==> src/rtl/midi_pkg.sv <==
// Shared types and constants for the MIDI message assembler: event encoding,
// status nibbles, SysEx/realtime byte values and the queued event record.
package midi_pkg;

  typedef enum logic [2:0] {
    NOTE_OFF = 3'd0,
    NOTE_ON  = 3'd1,
    POLY_AT  = 3'd2,
    CC       = 3'd3,
    PROG     = 3'd4,
    CH_AT    = 3'd5,
    BEND     = 3'd6
  } evt_t;

  typedef enum logic [1:0] {
    S_IDLE,
    S_WAIT_D1,
    S_WAIT_D2,
    S_SYSEX
  } asm_state_t;

  localparam logic [3:0] ST_NOTE_OFF = 4'h8;
  localparam logic [3:0] ST_NOTE_ON  = 4'h9;
  localparam logic [3:0] ST_POLY_AT  = 4'hA;
  localparam logic [3:0] ST_CC       = 4'hB;
  localparam logic [3:0] ST_PROG     = 4'hC;
  localparam logic [3:0] ST_CH_AT    = 4'hD;
  localparam logic [3:0] ST_BEND     = 4'hE;

  localparam logic [7:0] SYX_START = 8'hF0;
  localparam logic [7:0] SYX_END   = 8'hF7;
  localparam logic [7:0] RT_MIN    = 8'hF8;

  typedef struct packed {
    evt_t       etype;
    logic [3:0] chan;
    logic [6:0] d1;
    logic [6:0] d2;
  } evt_s;

  // Note-on with velocity 0 is a note-off by MIDI convention.
  function automatic evt_t status_evt(input logic [3:0] st, input logic [6:0] d2);
    case (st)
      ST_NOTE_OFF: return NOTE_OFF;
      ST_NOTE_ON:  return (d2 == '0) ? NOTE_OFF : NOTE_ON;
      ST_POLY_AT:  return POLY_AT;
      ST_CC:       return CC;
      ST_PROG:     return PROG;
      ST_CH_AT:    return CH_AT;
      default:     return BEND;
    endcase
  endfunction

  function automatic logic one_data(input logic [3:0] st);
    return (st == ST_PROG) || (st == ST_CH_AT);
  endfunction

endpackage

==> src/rtl/midi_evt_fifo.sv <==
// Synchronous event FIFO with a registered head and head-valid; the head
// holds its last value after the FIFO drains.
module midi_evt_fifo
  import midi_pkg::*;
#(
  parameter int unsigned DEPTH = 8,
  parameter type T = evt_s
) (
  input  logic clk,
  input  logic rst_n,
  input  logic push,
  input  T     din,
  input  logic pop,
  output logic full,
  output logic head_valid,
  output T     head
);

  localparam int unsigned AW = $clog2(DEPTH);
  localparam logic [AW:0] PTR_ONE = 1;

  T           mem_q [DEPTH];
  logic [AW:0] wr_q, wr_d, rd_q, rd_d, rd_nxt;
  T           head_q, head_d;
  logic       valid_q, valid_d;
  logic       empty, do_push, do_pop;

  assign empty   = (wr_q == rd_q);
  assign full    = (wr_q[AW] != rd_q[AW]) && (wr_q[AW-1:0] == rd_q[AW-1:0]);
  assign do_pop  = pop & ~empty;
  assign do_push = push & (~full | do_pop);
  assign rd_nxt  = rd_q + PTR_ONE;

  // Head register is reloaded from the entry behind the popped one, or from
  // the incoming event when it becomes the only entry.
  always_comb begin
    wr_d   = wr_q;
    rd_d   = rd_q;
    head_d = head_q;
    if (do_push) wr_d = wr_q + PTR_ONE;
    if (do_pop)  rd_d = rd_nxt;
    if (do_pop) begin
      if (rd_nxt != wr_q)  head_d = mem_q[rd_nxt[AW-1:0]];
      else if (do_push)    head_d = din;
    end else if (empty && do_push) begin
      head_d = din;
    end
    valid_d = (wr_d != rd_d);
  end

  always_ff @(posedge clk) begin
    if (do_push) mem_q[wr_q[AW-1:0]] <= din;
  end

  always_ff @(posedge clk or negedge rst_n) begin
    if (!rst_n) begin
      wr_q    <= '0;
      rd_q    <= '0;
      head_q  <= '0;
      valid_q <= 1'b0;
    end else begin
      wr_q    <= wr_d;
      rd_q    <= rd_d;
      head_q  <= head_d;
      valid_q <= valid_d;
    end
  end

  assign head_valid = valid_q;
  assign head       = head_q;

endmodule

==> src/rtl/midi_msg_assembler.sv <==
// Assembles the CPU MIDI byte stream into channel-voice events with running
// status and queues them. Optional channel filter: define MIDI_CH_FILTER_EN.
module midi_msg_assembler
  import midi_pkg::*;
#(
  parameter int unsigned FIFO_DEPTH = 8
) (
  input  logic       reg_clk,
  input  logic       reset_reg_N,
  input  logic       byteready,
  input  logic [7:0] midi_in_data,
  output logic       evt_valid,
  input  logic       evt_ready,
  output logic [2:0] evt_type,
  output logic [3:0] evt_chan,
  output logic [6:0] evt_d1,
  output logic [6:0] evt_d2,
`ifdef MIDI_CH_FILTER_EN
  input  logic [3:0] rx_chan,
  input  logic       omni,
`endif
  output logic       ovf_sticky
);

  asm_state_t state_q, state_d;
  logic [7:0] run_status_q, run_status_d;
  logic [6:0] d1_q, d1_d;
  logic       br_q;
  logic       emit_q, emit_d;
  evt_s       evt_q, evt_d;
  logic       ovf_q, ovf_d;

  logic       accept, complete, chan_ok;
  logic [6:0] comp_d1, comp_d2;
  logic       fifo_full, pop;
  evt_s       head;

  assign accept = byteready & ~br_q;

`ifdef MIDI_CH_FILTER_EN
  assign chan_ok = omni | (run_status_q[3:0] == rx_chan);
`else
  assign chan_ok = 1'b1;
`endif

  always_comb begin
    state_d      = state_q;
    run_status_d = run_status_q;
    d1_d         = d1_q;
    complete     = 1'b0;
    comp_d1      = d1_q;
    comp_d2      = '0;
    if (accept && (midi_in_data < RT_MIN)) begin
      if (midi_in_data == SYX_START) begin
        state_d      = S_SYSEX;
        run_status_d = '0;
      end else if (midi_in_data[7]) begin
        // F1-F7 cancel running status; this also terminates SysEx.
        if (midi_in_data[7:4] != 4'hF) begin
          run_status_d = midi_in_data;
          state_d      = S_WAIT_D1;
        end else begin
          run_status_d = '0;
          state_d      = S_IDLE;
        end
      end else if ((state_q != S_SYSEX) && run_status_q[7]) begin
        if (state_q == S_WAIT_D2) begin
          complete = 1'b1;
          comp_d2  = midi_in_data[6:0];
          state_d  = S_WAIT_D1;
        end else begin
          d1_d    = midi_in_data[6:0];
          comp_d1 = midi_in_data[6:0];
          if (one_data(run_status_q[7:4])) begin
            complete = 1'b1;
            state_d  = S_WAIT_D1;
          end else begin
            state_d  = S_WAIT_D2;
          end
        end
      end
    end

    emit_d = complete & chan_ok;
    evt_d  = evt_q;
    if (complete) begin
      evt_d.etype = status_evt(run_status_q[7:4], comp_d2);
      evt_d.chan  = run_status_q[3:0];
      evt_d.d1    = comp_d1;
      evt_d.d2    = comp_d2;
    end
  end

  assign pop   = evt_valid & evt_ready;
  assign ovf_d = ovf_q | (emit_q & fifo_full & ~pop);

  always_ff @(posedge reg_clk or negedge reset_reg_N) begin
    if (!reset_reg_N) begin
      state_q      <= S_IDLE;
      run_status_q <= '0;
      d1_q         <= '0;
      br_q         <= 1'b0;
      emit_q       <= 1'b0;
      evt_q        <= '0;
      ovf_q        <= 1'b0;
    end else begin
      state_q      <= state_d;
      run_status_q <= run_status_d;
      d1_q         <= d1_d;
      br_q         <= byteready;
      emit_q       <= emit_d;
      evt_q        <= evt_d;
      ovf_q        <= ovf_d;
    end
  end

  midi_evt_fifo #(
    .DEPTH (FIFO_DEPTH),
    .T     (evt_s)
  ) u_fifo (
    .clk        (reg_clk),
    .rst_n      (reset_reg_N),
    .push       (emit_q),
    .din        (evt_q),
    .pop        (pop),
    .full       (fifo_full),
    .head_valid (evt_valid),
    .head       (head)
  );

  assign evt_type   = head.etype;
  assign evt_chan   = head.chan;
  assign evt_d1     = head.d1;
  assign evt_d2     = head.d2;
  assign ovf_sticky = ovf_q;

endmodule

==> config.mk <==
export PLATFORM = sky130hd
export DESIGN_NAME = midi_msg_assembler
export DESIGN_NICKNAME = d
export VERILOG_FILES = /design/src/rtl/midi_pkg.sv /design/src/rtl/midi_evt_fifo.sv /design/src/rtl/midi_msg_assembler.sv
export SDC_FILE = /design/constraint.sdc
export NUM_CORES = 1
export LEC_CHECK = 0
export ABC_AREA = 1
export BUFFER_PORTS_ARGS = -buffer_cell sky130_fd_sc_hd__buf_2
export CAP_MARGIN = 20
export CORE_MARGIN = 5
export CORE_UTILIZATION = 31
export DETAILED_ROUTE_END_ITERATION = 8
export SKIP_CTS_REPAIR_TIMING = 1
export SLEW_MARGIN = 20
export SYNTH_ARGS = -nofsm -noshare
export SYNTH_HDL_FRONTEND = slang
export SYNTH_SLANG_ARGS = --single-unit
==> constraint.sdc <==
create_clock -name reg_clk -period 2.9 [get_ports reg_clk]
set_input_delay 0.435 -clock reg_clk [delete_from_list [all_inputs] [get_ports reg_clk]]
set_output_delay 0.435 -clock reg_clk [all_outputs]
set_load 0.1 [all_outputs]
## Yosys cells after proc, flatten, opt, wreduce, memory -nomap -nowiden

Memories as Yosys holds them, arrays and structs flattened.
Cells that the tools add are included.

| word-level totals | value |
|---|---|
| ROM bits | 0 |
| memories | 1 |
| bits in latches | 0 |
| bits in writable memories | 168 |
| register bits after elaboration | 71 |

| operators by class | value |
|---|---|
| mux-type cells | 35 |
| reductions and logical operators | 12 |
| bitwise gates (word level) | 12 |
| add/sub/neg operators | 2 |
| magnitude comparators | 1 |
| equality and inequality tests | 16 |
| multipliers | 0 |
| div/mod/pow operators | 0 |
| shift operators | 0 |

Memories:

| name | words | width | read ports | clocked after memory_dff | write ports | line | source |
|---|---|---|---|---|---|---|---|
| u_fifo.mem_q | 8 | 21 | 1 | 0 | 1 | midi_evt_fifo.sv:22 | `T mem_q [DEPTH];` |

Operators by type and width:

| operator | number |
|---|---|
| two-way mux 21 bit | 4 |
| two-way mux 7 bit | 10 |
| == test 4 bit, second input constant | 6 |
| two-way mux 8 bit | 3 |
| case mux 3 bit (6 select lines) | 1 |
| two-way mux 1 bit | 10 |
| two-way mux 2 bit | 5 |
| adder 4 x 1 -> 4 bit, second input constant | 2 |
| == test 8 bit, second input constant | 1 |
| less-than comparator 8 bit, second input constant | 1 |
| two-way mux 4 bit | 2 |
| != test 4 bit | 2 |
| logical NOT 7 bit | 1 |
| AND 1 bit | 6 |
| AND reduction 2 bit | 3 |
| == test 4 bit | 1 |
| logical AND 1 bit | 4 |
| != test 4 bit, second input constant | 1 |
| NOT 1 bit | 4 |
| nonzero test 2 bit | 2 |
| == test 3 bit | 1 |
| != test 3 x 2 -> 1 bit, second input constant | 1 |
| nonzero test 3 bit | 1 |
| == test 2 bit, second input constant | 1 |
| other kinds (4) | 5 |

## Longest topological paths before layout

Gate-level depths: netlist of the first run.

| depth | value |
|---|---|
| depth in word-level cells | 9 |
| mapped depth | 14 |
| depth with buffers taken out | 13 |

## Hierarchy

Synthesis of the first run repeated with hierarchy kept, for this count alone.

| unflattened totals | value |
|---|---|
| cells, all modules | 923 |
| area, all modules | 10002.1 um2 |

By module, submodules not included:

| module | cells each | area an instance (um2) | times used | sequential area each (um2) |
|---|---|---|---|---|
| midi_evt_fifo | 730 | 8255.4 | 1 | 5795.6 |
| midi_msg_assembler | 193 | 1746.7 | 1 | 1026.0 |

## Worst setup path after synthesis of the first run

OpenSTA, ideal clock, no wires.

| timing | value |
|---|---|
| path type | reg-to-reg |
| start | reg u_fifo.valid_q (netlist: u_fifo.head_valid) |
| end | mem u_fifo.mem_q[6][0] (netlist bit) (enable) |
| arrival time | 3.201 ns |
| cell stages (with the launch flop) | 7 |
| path slack | -0.726 ns |
| clock period less this slack | 3.626 ns |
| path through | dfrtp_1 nand2_1 inv_1 nor2_1 nand3_2 nand3_1 nor3_1 |

| on the way | value |
|---|---|
| cells in the longest elaborated chain, start to end | 6 |

Ends and longest elaborated chain:

| element | line | source |
|---|---|---|
| start, declared | midi_evt_fifo.sv:25 | `logic valid_q, valid_d;` |
| start signal, assigned | midi_evt_fifo.sv:65 | `valid_q <= valid_d;` |
| AND 1 bit | midi_msg_assembler.sv:94 | `assign pop = evt_valid & evt_ready;` |
| AND 1 bit | midi_evt_fifo.sv:30 | `assign do_pop = pop & ~empty;` |
| OR 1 bit | midi_evt_fifo.sv:31 | `assign do_push = push & (~full \| do_pop);` |
| AND 1 bit | midi_evt_fifo.sv:31 |  |
| two-way mux 1 bit | midi_evt_fifo.sv:52 | `if (do_push) mem_q[wr_q[AW-1:0]] <= din;` |
| two-way mux 1 bit (implied by the code) | midi_evt_fifo.sv:52 |  |
| end, declared | midi_evt_fifo.sv:22 |  |

No other way between the ends.

## Worst setup path in the final report of the first run

| timing | value |
|---|---|
| start | reg u_fifo.rd_q[0] |
| end | reg u_fifo.head_q (netlist bit u_fifo.head[1]) |

| on the way | value |
|---|---|
| cells in the longest elaborated chain, start to end | 8 |

Ends and longest elaborated chain:

| element | line | source |
|---|---|---|
| start, declared | midi_evt_fifo.sv:23 | `logic [AW:0] wr_q, wr_d, rd_q, rd_d, rd_nxt;` |
| start signal, assigned | midi_evt_fifo.sv:63 | `rd_q <= rd_d;` |
| branches (longest 8 deep; another with memory read (8 x 21 bit)) | n/a |  |
| end signal, assigned | midi_evt_fifo.sv:59 | `head_q <= '0;` |
| end signal, assigned | midi_evt_fifo.sv:64 | `head_q <= head_d;` |
| end, declared | midi_evt_fifo.sv:24 | `T head_q, head_d;` |

Several ways; the timed one is not identified.
A chain may end at the register's enable or synchronous reset.

==> results of run 1 <==
## area by class of cell
| cell class | count | area, um^2 |
|---|---|---|
| Fill cell | 3090 | 20110 |
| Sequential cell | 239 | 6823 |
| Multi-Input combinational cell | 574 | 2764 |
| Clock buffer | 32 | 691.9 |
| Tap cell | 402 | 503.0 |
| Timing Repair Buffer | 61 | 402.9 |
| Clock inverter | 13 | 181.4 |
| Inverter | 43 | 161.4 |
## layer usage
layer  up-vias  part of all wire, %  wire length (um)  track usage (%)
li1       3225                    -                 -                -
met1      3269                   46             10890            19.33
met2       202                   46             11060            20.86
met3        28                  6.0              1422            2.102
met4         0                  1.8               420            2.838
met5         -                    0                 0                0
## through the flow
step                hold WS (ns)  cell area [um^2]  util, %
floorplan                 0.1394              9975        -
global placement          0.4597             10640    33.64
detailed placement        0.4564             10640    33.64
CTS                     -0.05658             11520    36.41
global route            0.004441             11530    36.44
finish                   0.02008             11530    36.44
## kinds of logic (layout without fill, tap and decap cells)
family	after synthesis	count (layout)
flip-flops	239	239
XOR/XNOR	6	6
AND/OR/NAND/NOR	398	398
AO/OA/AOI/OAI	168	168
adder cells (fa/ha/maj)	2	2
buffers and inverters	91	149
## layout by cell type (no fill, tap or decap), drive strengths merged, types with 2 or more instances in the layout
master and count:
nor2 115, o22ai 39, clkinvlp 2, o211ai 8, o21ai 111, a21oi 2
nand3b 2, xor2 4, nand2 193, dfrtp 71, clkbuf 32, nand4 2
xnor2 2, or2 2, o31ai 4, buf 60, bufinv 4, ha 2
inv 44, clkinv 6, edfxtp 168, nor3 2, nand3 82
## state kept, by name, indices dropped and copies added, names as in the netlist, 2 cells and up
register / count
d1_q: 7
u_fifo.wr_q: 4
u_fifo.rd_q: 4
state_q: 2
u_fifo.mem_q: 168
u_fifo.head: 21
evt_q: 21
run_status_q: 8
## worst paths after layout
| path | from | to | slack [ns] | cells after the start |
|---|---|---|---|---|
| min in group asynchronous | reset_reg_N | evt_q[10]$_DFFE_PN0P_ | 0.47 | 2 |
| setup reg to reg | u_fifo.rd_q[0]$_DFF_PN0_ | u_fifo.head[1]$_DFFE_PN0P_ | 0.39 | 10 |
| hold reg to reg | ovf_sticky$_DFF_PN0_ | ovf_sticky$_DFF_PN0_ | 0.47 | 1 |
| setup / recovery | u_fifo.rd_q[0]$_DFF_PN0_ | u_fifo.head[1]$_DFFE_PN0P_ | 0.39 | 10 |
| max in group asynchronous | reset_reg_N | evt_q[19]$_DFFE_PN0P_ | 1.77 | 3 |
| hold / removal | byteready | br_q$_DFF_PN0_ | 0.02 | 1 |
## power breakdown
part	switching (mW)	internal, mW
clock network	1.31	2.05
logic	3.78	1.44
registers	0.597	4.31
==> out/results.env, run 1 <==
UNIQUE_CELL_TYPE_COUNT_IN_THE_YOSYS_NETLIST=36
ASYNCSETRESETFLOPFRACSYNTH_PCT=29.71
CLOCK_BUFFER_COUNT_FROM_CTS=25
PWR_DENSITY_nW_PER_UM2=1170
CRITICAL_PATH.ENDPOINT_TYPE='register'
TIMING.FINAL.SETUP_VIOLATIONS=0
CRITICAL_PATH_STARTPOINT_CATEGORY='register'
CLOCK_ROOT_BUFFER_MASTER='sky130_fd_sc_hd__clkbuf_16'
STARTING_DENSITY_OF_THE_CORE_PCT=31.50
CRITICAL-PATH-SLOWEST-CELL='sky130_fd_sc_hd__dfrtp_2'
RUN_STATUS='finished, final reports clean'
AREA.GROWTH.SYNTH_TO_FINAL_PCT=15.65
WORSTHOLDPATHTYPE='in -> reg'
SETUP_SLACK_NS=0.3866
FINAL.SETUP.TNS_NS=0
YOSYSSEQAREASHARE_PCT=68.44
POST_SYNTH_FA_HA_MAJ_AREA_FRACTION_PCT=0.2511
NUMPLACEDINSTANCES=1318
SYNTHTOPCELLSBYAREA='sky130_fd_sc_hd__edfxtp_1 51%, sky130_fd_sc_hd__dfrtp_1 18%, sky130_fd_sc_hd__nand2_1 7.1%, sky130_fd_sc_hd__o21ai_0 5.4%, sky130_fd_sc_hd__nor2_1 4.3%'
ANT_NETS=0
VIAS=6724
ANTENNA_CELLS_INSERTED=0
IO_BUFFERS=34
CTSHTREEMAXLEVEL=1
CP_TOP_FAMILY='simple AND/OR/NAND/NOR gates'
MUX_CONTRIBUTION_TO_SYNTHESIZED_AREA_PCT=0
SYNTH.YOSYS.WARNINGS=0
FINAL-HOLD-VIOLATION-COUNT=0
CLK-INSERTION-DELAY-LATE_NS=0.53
SYNTHESIS.AREA_UM2=9967
VIAS_PER_CELL=4.930
VDD_DROP_MAX_mV=0.5427
GRT_MAX_DEGREE=87
CTS.CLK_SLEW.WORST_PATHS_NS=0.06
SYNTH.CELLS.MOST_FREQUENT='189 x sky130_fd_sc_hd__nand2_1, 168 x sky130_fd_sc_hd__edfxtp_1, 113 x sky130_fd_sc_hd__nor2_1'
PRE_CTS_SLACK_NS=0.3993
DRTPASS1ITERATIONS=5
SYNTH.MOST_COMMON_CELL='sky130_fd_sc_hd__nand2_1'
SYN-NUM-NETS=918
WORSTMARGINPINSLEW_NS=0.8600
TIMING.SETUP.CRITICAL_PATH_CLASS='reg -> reg'
SYNTH-EDFF-COUNT=168
IO_PINS=35
GRT_FIRST_PASS_WIRELENGTH_UM=37750
GRT_USAGE_PCT=13.19
CLOCK_TREE_FROM_TRITONCTS='yes'
CP.BUFFERS_INVERTERS=2
FP.DIEH_UM=189.3
P_TOTAL_mW=13.49
DETAIL_ROUTE.DRC_VIOLATIONS=0
GRT_SETUP_UNREPAIRED='false'
NETLIST_INSTANCES=904
INITIALDRTVIOLATIONCOUNT=540
DIE_AREA_UM2=35840
WORST_EP_REQUIRED_TIME_NS=3.32
MAX_CAP_VIOL_COUNT=0
PATH_MAX_FANOUT=24
CLKSINKCOUNT=239
FIN_NETS=958
GLOBAL_ROUTE.OVERFLOW_TOTAL=0
SYNTHESIZED_AREA_FRACTION_OCCUPIED_BY_XOR_AND_XNOR_CELLS_PCT=0.6026
SYNTHFLOPTYPE='sky130_fd_sc_hd__edfxtp_1'
DIE_WD_UM=189.3
CLOCK_TREE.BUFFER_DEPTH=3
FINAL_SLEW_VIOLATIONS=0
TIMING.FINAL.CRIT_PERIOD_NS=2.513
DETAILED_PLACE_HPWL_UM=14600
YOSYS_REGISTER_BITS=239
LAYOUT_WORST_PATH_CYCLE_SHARE_PCT=86.67
CELLLEAKAGEPOWER_nW=4.496
SYNTHDOMINANTAREACELLTYPE='sky130_fd_sc_hd__edfxtp_1'
MAX_FREQ_GHz=0.3979
POST_SYNTH.CELL_AREA_AVG_UM2=11.03
TIMING.CRITICAL_PATH.ARRIVAL_NS=2.93
GRT_ANTENNA_BEFORE_REPAIR=0
YOSYS.AREA_SHARE.SIMPLE_PCT=17.12
PATH_COMMON_CELL='sky130_fd_sc_hd__nand2_1'
SYNTHDOMINANTCELLAREASHARE_PCT=50.62
DRT-TOTAL-WL_UM=23800
PLACEABLECOREAREA_UM2=31640
LAYOUT-DRIVE-GT1-SHARE_PCT=14.45
STD_CELL_ROWS=65
SYNTH_TOP_FAMILY_BY_AREA='simple AND/OR/NAND/NOR gates'
CLOCK-SKEW-FINAL_NS=0.01674
CRITPATHMAXSTAGEDELAY_NS=0.53
FIRST_GLOBAL_VIAS=6462
POST_SYNTHESIS_COMPOUND_GATE_AREA_FRACTION_PCT=9.465
FINALNONFILLERCELLS=1364
DRT-WIRELENGTH-PER-CELL_UM=17.45
TIMING.SLEW.HEADROOM_PCT=42.66
FINAL_WEIGHTED_CONGESTION_IN_ROUTABILITY_DRIVEN_PLACEMENT=0.8025
CRIT_CHAIN='ha_1 -> inv_1 -> nand2_1 -> a22oi_1 -> nand3_1 -> nand2_4 -> buf_4 -> nand2_1 -> nand3_1 -> nand2_1'
Note: power is estimated with default switching activity, not from simulation.
==> run 2: changes to the inputs <==
--- a/config.mk
+++ b/config.mk
@@ -9,8 +9,9 @@
 export BUFFER_PORTS_ARGS = -buffer_cell sky130_fd_sc_hd__buf_2
 export CAP_MARGIN = 20
 export CORE_MARGIN = 5
-export CORE_UTILIZATION = 31
+export CORE_UTILIZATION = 56
 export DETAILED_ROUTE_END_ITERATION = 8
+export PLACE_DENSITY = 0.76
 export SKIP_CTS_REPAIR_TIMING = 1
 export SLEW_MARGIN = 20
 export SYNTH_ARGS = -nofsm -noshare
==> run 2 against run 1 <==
- design area shrank 3.2%
- die area shrank 43%
- setup slack gained 0.32 ns
- via count grew 2.8%
- global-route usage increased by 8.9 points
- critical path depth is 1 lower
- sequential share of layout area up 1.9 points
==> out/results.env, run 2 (synthesis gave the netlist of run 1 again) <==
LAYOUT-DRIVE-GT1-SHARE_PCT=13.72
CELLLEAKAGEPOWER_nW=4.428
CLOCK_TREE_FROM_TRITONCTS='yes'
CRITICAL_PATH.ENDPOINT_TYPE='register'
WORSTMARGINPINSLEW_NS=0.9687
FP.DIEH_UM=143.4
DIE_WD_UM=143.4
DIE_AREA_UM2=20570
DRT-WIRELENGTH-PER-CELL_UM=18.94
TIMING.CRITICAL_PATH.DEPTH=9
VIAS_PER_CELL=5.858
MULTIINPUTGATEAREA_UM2=2764
GRT_USE_MET2_PCT=36.06
WORSTREG2REGEND='u_fifo.head[6]$_DFFE_PN0P_'
IO_BUFFERS=34
VIAS=6913
LARGEST_REGISTER_FFS=168
GLOBAL_ROUTE.OVERFLOW_TOTAL=0
PRE_CTS_SLACK_NS=0.7173
TIMING.FINAL.SETUP_VIOLATIONS=0
PLACE_AREA_UM2=10370
MAX_CAP_VIOL_COUNT=0
CTS.CLK_SLEW.WORST_PATHS_NS=0.06
FIRST_GLOBAL_VIAS=6708
FINAL.SETUP.TNS_NS=0
PATH_COMMON_CELL='sky130_fd_sc_hd__nand2_1'
SEQ_AREA_UM2=6823
TIMING.SLEW.HEADROOM_PCT=35.42
TIMING.FINAL.CRIT_PERIOD_NS=2.193
GLOBALROUTEMET3UTIL_PCT=3.527
FINAL_WEIGHTED_CONGESTION_IN_ROUTABILITY_DRIVEN_PLACEMENT=0.8787
CLOCK_TREE.BUFFER_DEPTH=3
CRITPATHMAXSTAGEDELAY_NS=0.44
CLOCK_ROOT_BUFFER_MASTER='sky130_fd_sc_hd__clkbuf_16'
RR_WORST_DEPTH=9
FINALNONFILLERCELLS=1180
MAX_FREQ_GHz=0.4561
N_FILL_CELL=1286
TIMING.CRITICAL_PATH.TO='u_fifo.head[6]$_DFFE_PN0P_'
AREA.GROWTH.SYNTH_TO_FINAL_PCT=11.99
CLKSINKCOUNT=239
GRT.BUSIEST_LAYER='met2'
LAYOUT_COMMONEST_CELL='sky130_fd_sc_hd__nand2_1'
FINAL-HOLD-VIOLATION-COUNT=0
GRT_FIRST_PASS_WIRELENGTH_UM=35780
CP.BUFFERS_INVERTERS=2
ANTENNA_CELLS_INSERTED=0
STD_CELL_ROWS=48
PATH_MAX_FANOUT=51
ANT_NETS=0
WORSTHOLDPATHTYPE='in -> reg'
CLK-INSERTION-DELAY-LATE_NS=0.52
DRT-TOTAL-WL_UM=22350
CLOCK_BUFFER_COUNT_FROM_CTS=24
USE_MET1_PCT=31.38
CLOCK-SKEW-FINAL_NS=0.009702
LAYOUT_WORST_PATH_CYCLE_SHARE_PCT=75.61
VDD_DROP_MAX_mV=1.072
GRT_ANTENNA_BEFORE_REPAIR=0
CP_TOP_FAMILY='buffers and inverters'
GRT_USAGE_PCT=22.05
FINALINSTANCEAREA_UM2=11160
WORST_EP_REQUIRED_TIME_NS=3.35
CRIT_CHAIN='ha_1 -> inv_1 -> buf_4 -> o21ai_0 -> o22ai_1 -> nand2_1 -> nand2_1 -> nand2_1 -> nand3_1'
RRSETUPSLACK_NS=0.71
PWR_DENSITY_nW_PER_UM2=1187
RUN_STATUS='finished, final reports clean'
DETAIL_ROUTE.DRC_VIOLATIONS=0
DRTPASS1ITERATIONS=5
NUMPLACEDINSTANCES=1137
CRITICAL_PATH_STARTPOINT_CATEGORY='register'
PLACEABLECOREAREA_UM2=17360
TIMING.CRITICAL_PATH.ARRIVAL_NS=2.64
DETAILED_PLACE_HPWL_UM=13540
FINAL_SLEW_VIOLATIONS=0
FIN_NETS=952
HOLD-WORST-SLACK_NS=0.03889
STARTING_DENSITY_OF_THE_CORE_PCT=57.43
INITIALDRTVIOLATIONCOUNT=644
IO_PINS=35
CRITICAL-PATH-SLOWEST-CELL='sky130_fd_sc_hd__dfrtp_2'
FINAL_CELL_MIX='189 x sky130_fd_sc_hd__nand2_1, 168 x sky130_fd_sc_hd__edfxtp_1, 107 x sky130_fd_sc_hd__o21ai_0'
SETUP.WORST_PATH.START='u_fifo.rd_q[0]$_DFF_PN0_'
TIMING.SETUP.CRITICAL_PATH_CLASS='reg -> reg'
GRT_SETUP_UNREPAIRED='false'
CTSHTREEMAXLEVEL=1
WORSTREG2REGSTART='u_fifo.rd_q[0]$_DFF_PN0_'
GRT_MAX_DEGREE=87
SETUP_SLACK_NS=0.7073
## run 2: cell types whose count changed in the layout (fill, tap and decap cells not counted)
cell	change
sky130_fd_sc_hd__clkbuf_1	+3
sky130_fd_sc_hd__clkbuf_8	-3
sky130_fd_sc_hd__buf_12	-2
sky130_fd_sc_hd__buf_4	-2
sky130_fd_sc_hd__bufinv_16	-1
sky130_fd_sc_hd__clkinv_1	-1
sky130_fd_sc_hd__clkinv_2	+1
sky130_fd_sc_hd__dlygate4sd3_1	-1
sky130_fd_sc_hd__inv_16	-1
## run 2: cell type report
class / count / area share (%)
Clock inverter: 11 / 1.188
Inverter: 43 / 1.446
Tap cell: 225 / 2.522
Sequential cell: 239 / 61.13
Clock buffer: 32 / 5.930
Multi-Input combinational cell: 574 / 24.76
Timing Repair Buffer: 56 / 3.027
## run 2: worst min path at each step
stage                         start  slack [ns]  cells past startpoint                   end
2_1_floorplan           reset_reg_N        0.14                      0        br_q$_DFF_PN0_
3_3_place_gp   ovf_sticky$_DFF_PN0_        0.46                      1  ovf_sticky$_DFF_PN0_
3_5_place_dp   ovf_sticky$_DFF_PN0_        0.47                      1  ovf_sticky$_DFF_PN0_
4_1_cts                   byteready        0.03                      1        br_q$_DFF_PN0_
5_1_grt                   byteready        0.03                      1        br_q$_DFF_PN0_
6_report                  byteready        0.04                      1        br_q$_DFF_PN0_
## run 2: through the flow
step	util [%]	total power [mW]
final	64.31	13.25
after floorplan	-	8.806
after detailed placement	59.73	10.14
after global placement	59.73	10.05
after CTS	64.31	13.28
after global routing	64.31	14.04
## run 2: where the power goes
part	switching (mW)	internal (mW)
Combinational	3.87	1.42
Clock	1.25	1.87
Sequential	0.533	4.31
## run 2: worst register-to-register path: stages, from the launching register on
cell and delay [ns]:
sky130_fd_sc_hd__dfrtp_2 0.44, sky130_fd_sc_hd__ha_1 0.35, sky130_fd_sc_hd__inv_1 0.09, sky130_fd_sc_hd__buf_4 0.44, sky130_fd_sc_hd__o21ai_0 0.20, sky130_fd_sc_hd__o22ai_1 0.27
sky130_fd_sc_hd__nand2_1 0.09, sky130_fd_sc_hd__nand2_1 0.09, sky130_fd_sc_hd__nand2_1 0.05, sky130_fd_sc_hd__nand3_1 0.09
## run 2: per-layer routing
metal	wire length, um	up-vias	share of wire (%)
met3	1537	48	6.9
li1	-	3216	-
met5	0	-	0
met4	449	0	2.0
met2	10680	280	48
met1	9677	3369	43
